===== src/rtl/xcore_arb_pkg.sv =====
// Shared types and helpers for the Xcore general round-robin arbiter.
// Holds the arbiter state encoding and a one-hot to index converter.
package xcore_arb_pkg;

  typedef enum logic {
    IDLE  = 1'b0,
    GRANT = 1'b1
  } arb_state_e;

  localparam int unsigned ARB_REQ_NUM = 4;
  localparam int unsigned ARB_PTR_RST = ARB_REQ_NUM - 1;

  function automatic logic [3:0] oh2idx(input logic [15:0] oh);
    logic [3:0] idx;
    idx = '0;
    for (int i = 0; i < 16; i++) begin
      if (oh[i]) idx |= 4'(i);
    end
    return idx;
  endfunction

endpackage


===== src/rtl/xcore_rr_pick.sv =====
// Combinational rotating priority pick: first eligible request
// after ptr_i, wrapping, with excluded requesters skipped.
module xcore_rr_pick #(
  parameter int REQ_NUM = 4,
  parameter int IDX_W   = 2
) (
  input  logic [REQ_NUM-1:0] req_i,
  input  logic [IDX_W-1:0]   ptr_i,
  input  logic [REQ_NUM-1:0] excl_i,
  output logic [REQ_NUM-1:0] pick_o,
  output logic               any_o
);

  always_comb begin
    int               pos;
    logic [IDX_W-1:0] idx;
    logic             found;
    pick_o = '0;
    found  = 1'b0;
    pos    = 0;
    idx    = '0;
    for (int i = 0; i < REQ_NUM; i++) begin
      pos = (int'(ptr_i) + 1 + i) % REQ_NUM;
      idx = IDX_W'(pos);
      if (!found && req_i[idx] && !excl_i[idx]) begin
        pick_o[idx] = 1'b1;
        found       = 1'b1;
      end
    end
    any_o = found;
  end

endmodule


===== src/rtl/xcore_gnrl_rr_arbiter.sv =====
// Registered round-robin arbiter with hold-limit preemption and lock.
// One-hot grant feeds the downstream selector's scl input directly.
module xcore_gnrl_rr_arbiter
  import xcore_arb_pkg::*;
#(
  parameter int REQ_NUM  = 4,
  parameter int IDX_W    = 2,
  parameter int MAX_HOLD = 8,
  parameter int HOLD_W   = 4
) (
  input  logic               clk,
  input  logic               rst,
  input  logic [REQ_NUM-1:0] req,
  input  logic               lock,
  output logic [REQ_NUM-1:0] gnt,
  output logic [IDX_W-1:0]   gnt_idx,
  output logic               gnt_vld,
  output logic               preempt
);

  localparam logic [IDX_W-1:0] PTR_RST = IDX_W'(REQ_NUM - 1);
  localparam bit PRE_EN = (MAX_HOLD != 0);
  localparam logic [HOLD_W-1:0] HOLD_LAST =
    (MAX_HOLD == 0) ? '0 : HOLD_W'(MAX_HOLD - 1);

  arb_state_e         state_q, state_d;
  logic [REQ_NUM-1:0] gnt_q, gnt_d;
  logic [IDX_W-1:0]   idx_q, idx_d;
  logic [IDX_W-1:0]   ptr_q, ptr_d;
  logic [HOLD_W-1:0]  hold_q, hold_d;
  logic               vld_q, vld_d;
  logic               pre_q, pre_d;

  logic [REQ_NUM-1:0] excl;
  logic [REQ_NUM-1:0] pick;
  logic [IDX_W-1:0]   pick_idx;
  logic               any;
  logic               own_req;
  logic               expired;

  // Outside of a tenure nobody is excluded from the search.
  assign excl = (state_q == GRANT) ? gnt_q : '0;

  xcore_rr_pick #(
    .REQ_NUM(REQ_NUM),
    .IDX_W  (IDX_W)
  ) u_pick (
    .req_i (req),
    .ptr_i (ptr_q),
    .excl_i(excl),
    .pick_o(pick),
    .any_o (any)
  );

  assign pick_idx = IDX_W'(oh2idx(16'(pick)));
  assign own_req  = |(req & gnt_q);
  // >= so a saturated counter still preempts once lock drops.
  assign expired  = PRE_EN && (hold_q >= HOLD_LAST) && !lock;

  always_comb begin
    state_d = state_q;
    gnt_d   = gnt_q;
    idx_d   = idx_q;
    ptr_d   = ptr_q;
    hold_d  = hold_q;
    pre_d   = 1'b0;
    unique case (state_q)
      IDLE: begin
        if (any) begin
          gnt_d   = pick;
          idx_d   = pick_idx;
          ptr_d   = pick_idx;
          hold_d  = '0;
          state_d = GRANT;
        end
      end
      GRANT: begin
        if (!own_req) begin
          if (any) begin
            gnt_d  = pick;
            idx_d  = pick_idx;
            ptr_d  = pick_idx;
            hold_d = '0;
          end else begin
            gnt_d   = '0;
            state_d = IDLE;
          end
        end else if (expired && any) begin
          gnt_d  = pick;
          idx_d  = pick_idx;
          ptr_d  = pick_idx;
          hold_d = '0;
          pre_d  = 1'b1;
        end else if (hold_q != '1) begin
          hold_d = hold_q + 1'b1;
        end
      end
    endcase
    vld_d = |gnt_d;
  end

  always_ff @(posedge clk or posedge rst) begin
    if (rst) begin
      state_q <= IDLE;
      gnt_q   <= '0;
      idx_q   <= '0;
      ptr_q   <= PTR_RST;
      hold_q  <= '0;
      vld_q   <= 1'b0;
      pre_q   <= 1'b0;
    end else begin
      state_q <= state_d;
      gnt_q   <= gnt_d;
      idx_q   <= idx_d;
      ptr_q   <= ptr_d;
      hold_q  <= hold_d;
      vld_q   <= vld_d;
      pre_q   <= pre_d;
    end
  end

  assign gnt     = gnt_q;
  assign gnt_idx = idx_q;
  assign gnt_vld = vld_q;
  assign preempt = pre_q;

endmodule


===== config.mk =====
export PLATFORM = sky130hd
export DESIGN_NAME = xcore_gnrl_rr_arbiter
export DESIGN_NICKNAME = d
export VERILOG_FILES = /design/src/rtl/xcore_arb_pkg.sv /design/src/rtl/xcore_rr_pick.sv /design/src/rtl/xcore_gnrl_rr_arbiter.sv
export SDC_FILE = /design/constraint.sdc
export NUM_CORES = 1
export LEC_CHECK = 0
export BUFFER_PORTS_ARGS = -buffer_cell sky130_fd_sc_hd__buf_2
export CAP_MARGIN = 20
export CORE_ASPECT_RATIO = 0.75
export CORE_UTILIZATION = 56
export CTS_BUF_LIST = sky130_fd_sc_hd__clkbuf_4 sky130_fd_sc_hd__clkbuf_8 sky130_fd_sc_hd__clkbuf_16
export CTS_CLUSTER_DIAMETER = 80
export CTS_CLUSTER_SIZE = 24
export DETAILED_ROUTE_END_ITERATION = 12
export GPL_TIMING_DRIVEN = 1
export PLACE_DENSITY_LB_ADDON = 0.1
export SYNTH_ARGS = -nofsm -noshare
export SYNTH_HDL_FRONTEND = slang
export SYNTH_SLANG_ARGS = --single-unit
export TNS_END_PERCENT = 30

===== constraint.sdc =====
create_clock -name clk -period 3.97 [get_ports clk]
set_input_delay 0.397 -clock clk [delete_from_list [all_inputs] [get_ports clk]]
set_output_delay 0.397 -clock clk [all_outputs]
set_load 0.1 [all_outputs]

# Word-level counts from Yosys, hierarchy flattened
# Cells that the tools add are included.
# Widths: inputs -> output; s select.
# word_totals
output_inout_bits,8
inputBits,7
word_cells,111
register_bits,15
# op_classes
reduce_logical,23
addsub,5
muxes,59
n_bitwise,5
eq_ne,3
n_lt_le_gt_ge,9
# op_table
cell,count
$mux 4,13
$mux 1,22
$bmux 1 s2,8
$pmux 4 s2,2
$mux 2,7
$logic_and 1x1->1,13
$lt 2x3->1 const B,4
$or 4x4->4,3
$demux 1 s2,4
$ge 2x1->1 const B,4
$logic_not 1->1,8
$pmux 2 s2,2
$reduce_or 4->1,2
$add 2x1->2 const B,2
$add 2x2->2 const B,2
$add 4x1->4 const B,1
$and 4x4->4,1
$ge 4x3->1 const B,1
$ne 4x2->1 const B,1
$ne 4x4->1 const B,1
$ne 3x2->1 const B,1
$pmux 1 s2,1
$not 1->1,1

# Depth between registers and ports, before layout
# depth
depth_word,24
mapped_depth,11
ltp_nobuf,9

# Hierarchy
# Synthesis repeated with hierarchy kept, for this count alone.
# unflattened
cells_unflattened,144
area_unflattened_um2,1321.3
# modules_own_cells
mod,area_per_inst_um2,seq_area_each_um2,cells_each,n_inst
xcore_gnrl_rr_arbiter,883.3,377.9,85,1
xcore_rr_pick,437.9,0.0,59,1

# Worst setup path before layout
# No wires, ideal clock.
# synth_timing
path_kind,register -> register
start,reg gnt_q[1] (netlist: gnt[1])
end,reg vld_q (netlist: gnt_vld)
t_arrival_ns,2.733
slack_ns,1.099
path_buffers,0
period_less_slack_ns,2.871
stages_incl_launch_ff,8
required_ns,3.831
setup_time_ns,0.139
cell_sequence,dfrtp_1 > a21boi_1 > mux2_2 > mux2_4 > and3_4 > a221oi_2 > a31oi_1 > or4_1
# synth_between
elab_chain_cells,23
elab_cells_between_ends,43
classes_between,mux: 22; bitwise: 4; reduce/logical: 17
# synth_rtl
element,line_no,rtl
from (decl),xcore_gnrl_rr_arbiter.sv:27,"logic [REQ_NUM-1:0] gnt_q, gnt_d;"
from (signal assigned),xcore_gnrl_rr_arbiter.sv:113,gnt_q <= gnt_d;
$mux 4,xcore_gnrl_rr_arbiter.sv:42,assign excl = (state_q == GRANT) ? gnt_q : '0;
$bmux 1 s2,xcore_rr_pick.sv:25,if (!found && req_i[idx] && !excl_i[idx]) begin
$mux 1 (implied by the code),xcore_rr_pick.sv:25,
$logic_not 1->1,xcore_rr_pick.sv:25,
$logic_and 1x1->1,xcore_rr_pick.sv:25,
$mux 1,xcore_rr_pick.sv:25,
$logic_not 1->1,xcore_rr_pick.sv:25,
$logic_and 1x1->1 (2 in a row),xcore_rr_pick.sv:25,
[... 8 more ...],n/a,
$mux 1,xcore_rr_pick.sv:25,
$logic_and 1x1->1,xcore_gnrl_rr_arbiter.sv:88,end else if (expired && any) begin
$mux 4,xcore_gnrl_rr_arbiter.sv:88,
$mux 4,xcore_gnrl_rr_arbiter.sv:78,if (!own_req) begin
$pmux 4 s2 (*),xcore_gnrl_rr_arbiter.sv:67,unique case (state_q)
via gnt_d[1],xcore_gnrl_rr_arbiter.sv:27,
$reduce_or 4->1 (*),xcore_gnrl_rr_arbiter.sv:99,vld_d = |gnt_d;
via vld_d,xcore_gnrl_rr_arbiter.sv:31,"logic vld_q, vld_d;"
to (signal assigned),xcore_gnrl_rr_arbiter.sv:117,vld_q <= vld_d;
to (decl),xcore_gnrl_rr_arbiter.sv:31,
# Mark *: on every way through the listed nets, which the timed path passes. The rest lies on a longest branch. The select of a mux whose other input is x is not followed.
# A chain may end at the register's enable or synchronous reset.

# Worst setup path in the final report
# layout_timing
start,reg ptr_q[0]
end,reg vld_q (netlist: gnt_vld)
# layout_between
elab_chain_cells,23
elab_cells_between_ends,72
classes_between,add/sub: 4; order compare: 8; mux: 37; bitwise: 3; reduce/logical: 20
# layout_rtl
element,line_no,rtl
from (decl),xcore_gnrl_rr_arbiter.sv:29,"logic [IDX_W-1:0] ptr_q, ptr_d;"
from (signal assigned),xcore_gnrl_rr_arbiter.sv:115,ptr_q <= ptr_d;
$add 2x1->2 (*),xcore_rr_pick.sv:23,pos = (int'(ptr_i) + 1 + i) % REQ_NUM;
branches (longest 20 deep; another with $lt 2x3->1),n/a,
$pmux 4 s2 (*),xcore_gnrl_rr_arbiter.sv:67,
via gnt_d[3],xcore_gnrl_rr_arbiter.sv:27,
$reduce_or 4->1 (*),xcore_gnrl_rr_arbiter.sv:99,
via vld_d,xcore_gnrl_rr_arbiter.sv:31,
# Mark *: on every way through the listed nets, which the timed path passes. The select of a mux whose other input is x is not followed.

==> impl_metrics.py <==
metrics = {
    "outcome": {
        "status": "completed",
    },
    "logic_synthesis": {
        "synth.avg_cell_area_um2": 9.47,
        "syn_inst": 120,
        "synth.most_common_cell": "a21oi_1",
        "async_flop_share_pct": 100,
        "syn_nets": 136,
        "ys_ff_latch": 15,
        "synth.distinct_cells": 38,
        "yosysSeqAreaShare_pct": 33.3,
        "synthesis.area_um2": 1140,
        "synth_edf_count": 0,
        "synth_flop_cell": "dfrtp_1",
        "synth.top_cells.by_area": "dfrtp_1 29%, ha_1 9.9%, a21oi_1 6.6%, dfstp_2 4.6%, mux2i_1 4.4%",
        "ys_warn_count": 0,
        "netlist_top_cells_count": "15 x a21oi_1, 13 x dfrtp_1, 9 x ha_1, 9 x nand2_1, 8 x nor2_1",
        "yosysTopAreaCell": "dfrtp_1",
        "yosysTopAreaCellShare_pct": 28.6,
    },
    "cts": {
        "cts_tree": "built",
        "cts_root_buf": "clkbuf_4",
        "cts_hold_buf": 0,
        "postCtsSetupBuffers": 0,
        "cts-resized-gates": 0,
        "path_clk_slew_ns": 0.09,
        "clk_path_buf_depth": 2,
        "cts_buffers": 3,
        "cts.sinks": 15,
        "cts_max_level": 1,
        "clk_latency_ns": 0.30,
    },
    "grt": {
        "grtUsageMet3_pct": 9.63,
        "antenna_found_initial": 0,
        "grt_pass1_wl_um": 4130,
        "grt_max_degree": 16,
        "grtUsageMet2_pct": 39.8,
        "busiest_layer": "met1",
        "grtUsageTotal_pct": 28.7,
        "grt_overflow": 0,
        "first_global_vias": 837,
        "use_met1_pct": 42.6,
    },
    "timing": {
        "rsz0062_at_grt": "no",
        "hold_viol": 0,
        "setup_slack_ns": 0.788,
        "drv_slew": 0,
        "fmax_ghz": 0.314,
        "worst_pin_slew_ns": 0.739,
        "final.setup.tns_ns": 0,
        "min_period_ns": 3.18,
        "skew_ns": 0.000794,
        "fin_crit_sh_pct": 80.1,
        "hold_slack_ns": 0.119,
        "finalSetupViolations": 0,
        "slew_headroom_pct": 50.7,
    },
    "layout": {
        "multi_input_area_um2": 731,
        "fin_nets": 153,
        "drive_gt1_share_pct": 24.3,
        "antennaDiodeCount": 0,
        "finalInstanceArea_um2": 1250,
        "syn_to_final_growth_pct": 9.91,
        "seqCellArea_um2": 378,
        "fillers": 149,
    },
    "die": {
        "rows": 13,
        "ios": 15,
        "core_area_um2": 1820,
        "die_h_um": 41.0,
        "die_w_um": 54.0,
        "start_util_pct": 62.4,
        "die_area_um2": 2210,
    },
    "placed_design": {
        "dp_slack_ns": 0.833,
        "port_buffers": 14,
        "dp_hpwl_um": 2120,
        "gp_congestion": 1.07,
        "placed_area_um2": 1220,
    },
    "worst_hold_path": {
        "min_path_type": "in -> async",
    },
    "worst_setup_path": {
        "r2r_cells": 8,
        "arrival_ns": 3.36,
        "crit_required_ns": 4.15,
        "crit_fanout": 13,
        "crit_type": "reg -> reg",
        "start_kind": "register",
        "end_kind": "register",
    },
    "route": {
        "vias_per_cell": 6.42,
        "drtIter0Drc": 60,
        "drc_errors": 0,
        "firstDrtPassIters": 4,
        "finalWirelength_um": 2670,
        "vias": 1014,
        "wl_per_cell_um": 16.9,
        "ant_nets": 0,
    },
    "flow_run": {
        "maxCapViolCount": 0,
    },
}
final timing paths:
check                           slack (ns)        from          to
worst max-delay path                  0.79    ptr_q[0]     gnt_vld
worst min-delay path                  0.12         rst  gnt_idx[0]
max in group asynchronous             3.49         rst    ptr_q[0]
worst min register to register        0.51  gnt_idx[0]  gnt_idx[0]
worst max register to register        0.79    ptr_q[0]     gnt_vld
min in group clk                      0.34        lock     preempt
final cells by class:
class | instances | area share, %
clock inverter | 1 | 0.401
inverter | 4 | 1.20
timing repair buffer | 14 | 5.61
multi-input combinational | 99 | 58.5
tap | 22 | 2.20
sequential | 15 | 30.3
clock buffer | 3 | 1.80
metrics by stage:
stage | std cells | utilization [%]
5_1_grt | 158 | 68.5
4_1_cts | 158 | 68.5
6_report | 158 | 68.5
2_1_floorplan | 120 | -
3_5_place_dp | 154 | 67.0
3_3_place_gp | 154 | 67.0
metal layers:
metal  part of all wire, %  vias up  wire length [µm]
met5                     0        -                 0
met4                  0.79        0                21
met3                   8.3        3               222
met2                    42       40              1130
met1                    49      481              1300
li1                      -      490                 -
cells by family after synthesis:
group	synth area share, %
fa+ha+maj	9.91
xor+xnor	0.771
buf+inv	2.42
compound gates	26.4
simple gates	17.2
mux	10.0
flops	33.3
cells in the final DEF, fill, tap and decap left out, types with 2 or more instances in the layout:
master	n
mux2i_1	5
nor2_1	8
a21boi_1	4
a221oi_2	2
and3_2	2
dfstp_2	2
nand2_1	9
a31oi_1	3
clkbuf_4	3
inv_1	4
a22oi_1	3
a21oi_1	15
mux2_4	2
mux2_2	3
dfrtp_1	13
o21ai_0	4
ha_1	9
nand3_1	7
buf_2	14
o21a_1	4
o22ai_1	2
registers in the layout, indices dropped and copies added, names as in the netlist:
name	count
preempt	1
gnt_idx	2
state_q	1
gnt	4
gnt_vld	1
hold_q	4
ptr_q	2
critical path, stage by stage, from the launching register on:
cell and delay [ns]:
dfstp_2 0.66, inv_1 0.20, ha_1 0.33, o22ai_1 0.24, o22ai_1 0.12, a211oi_2 0.66
and4b_1 0.35, a21oi_1 0.10, or4_1 0.40
Power is not shown: default switching activity piles up to over one toggle a cycle in this logic, so the estimate is an artifact.
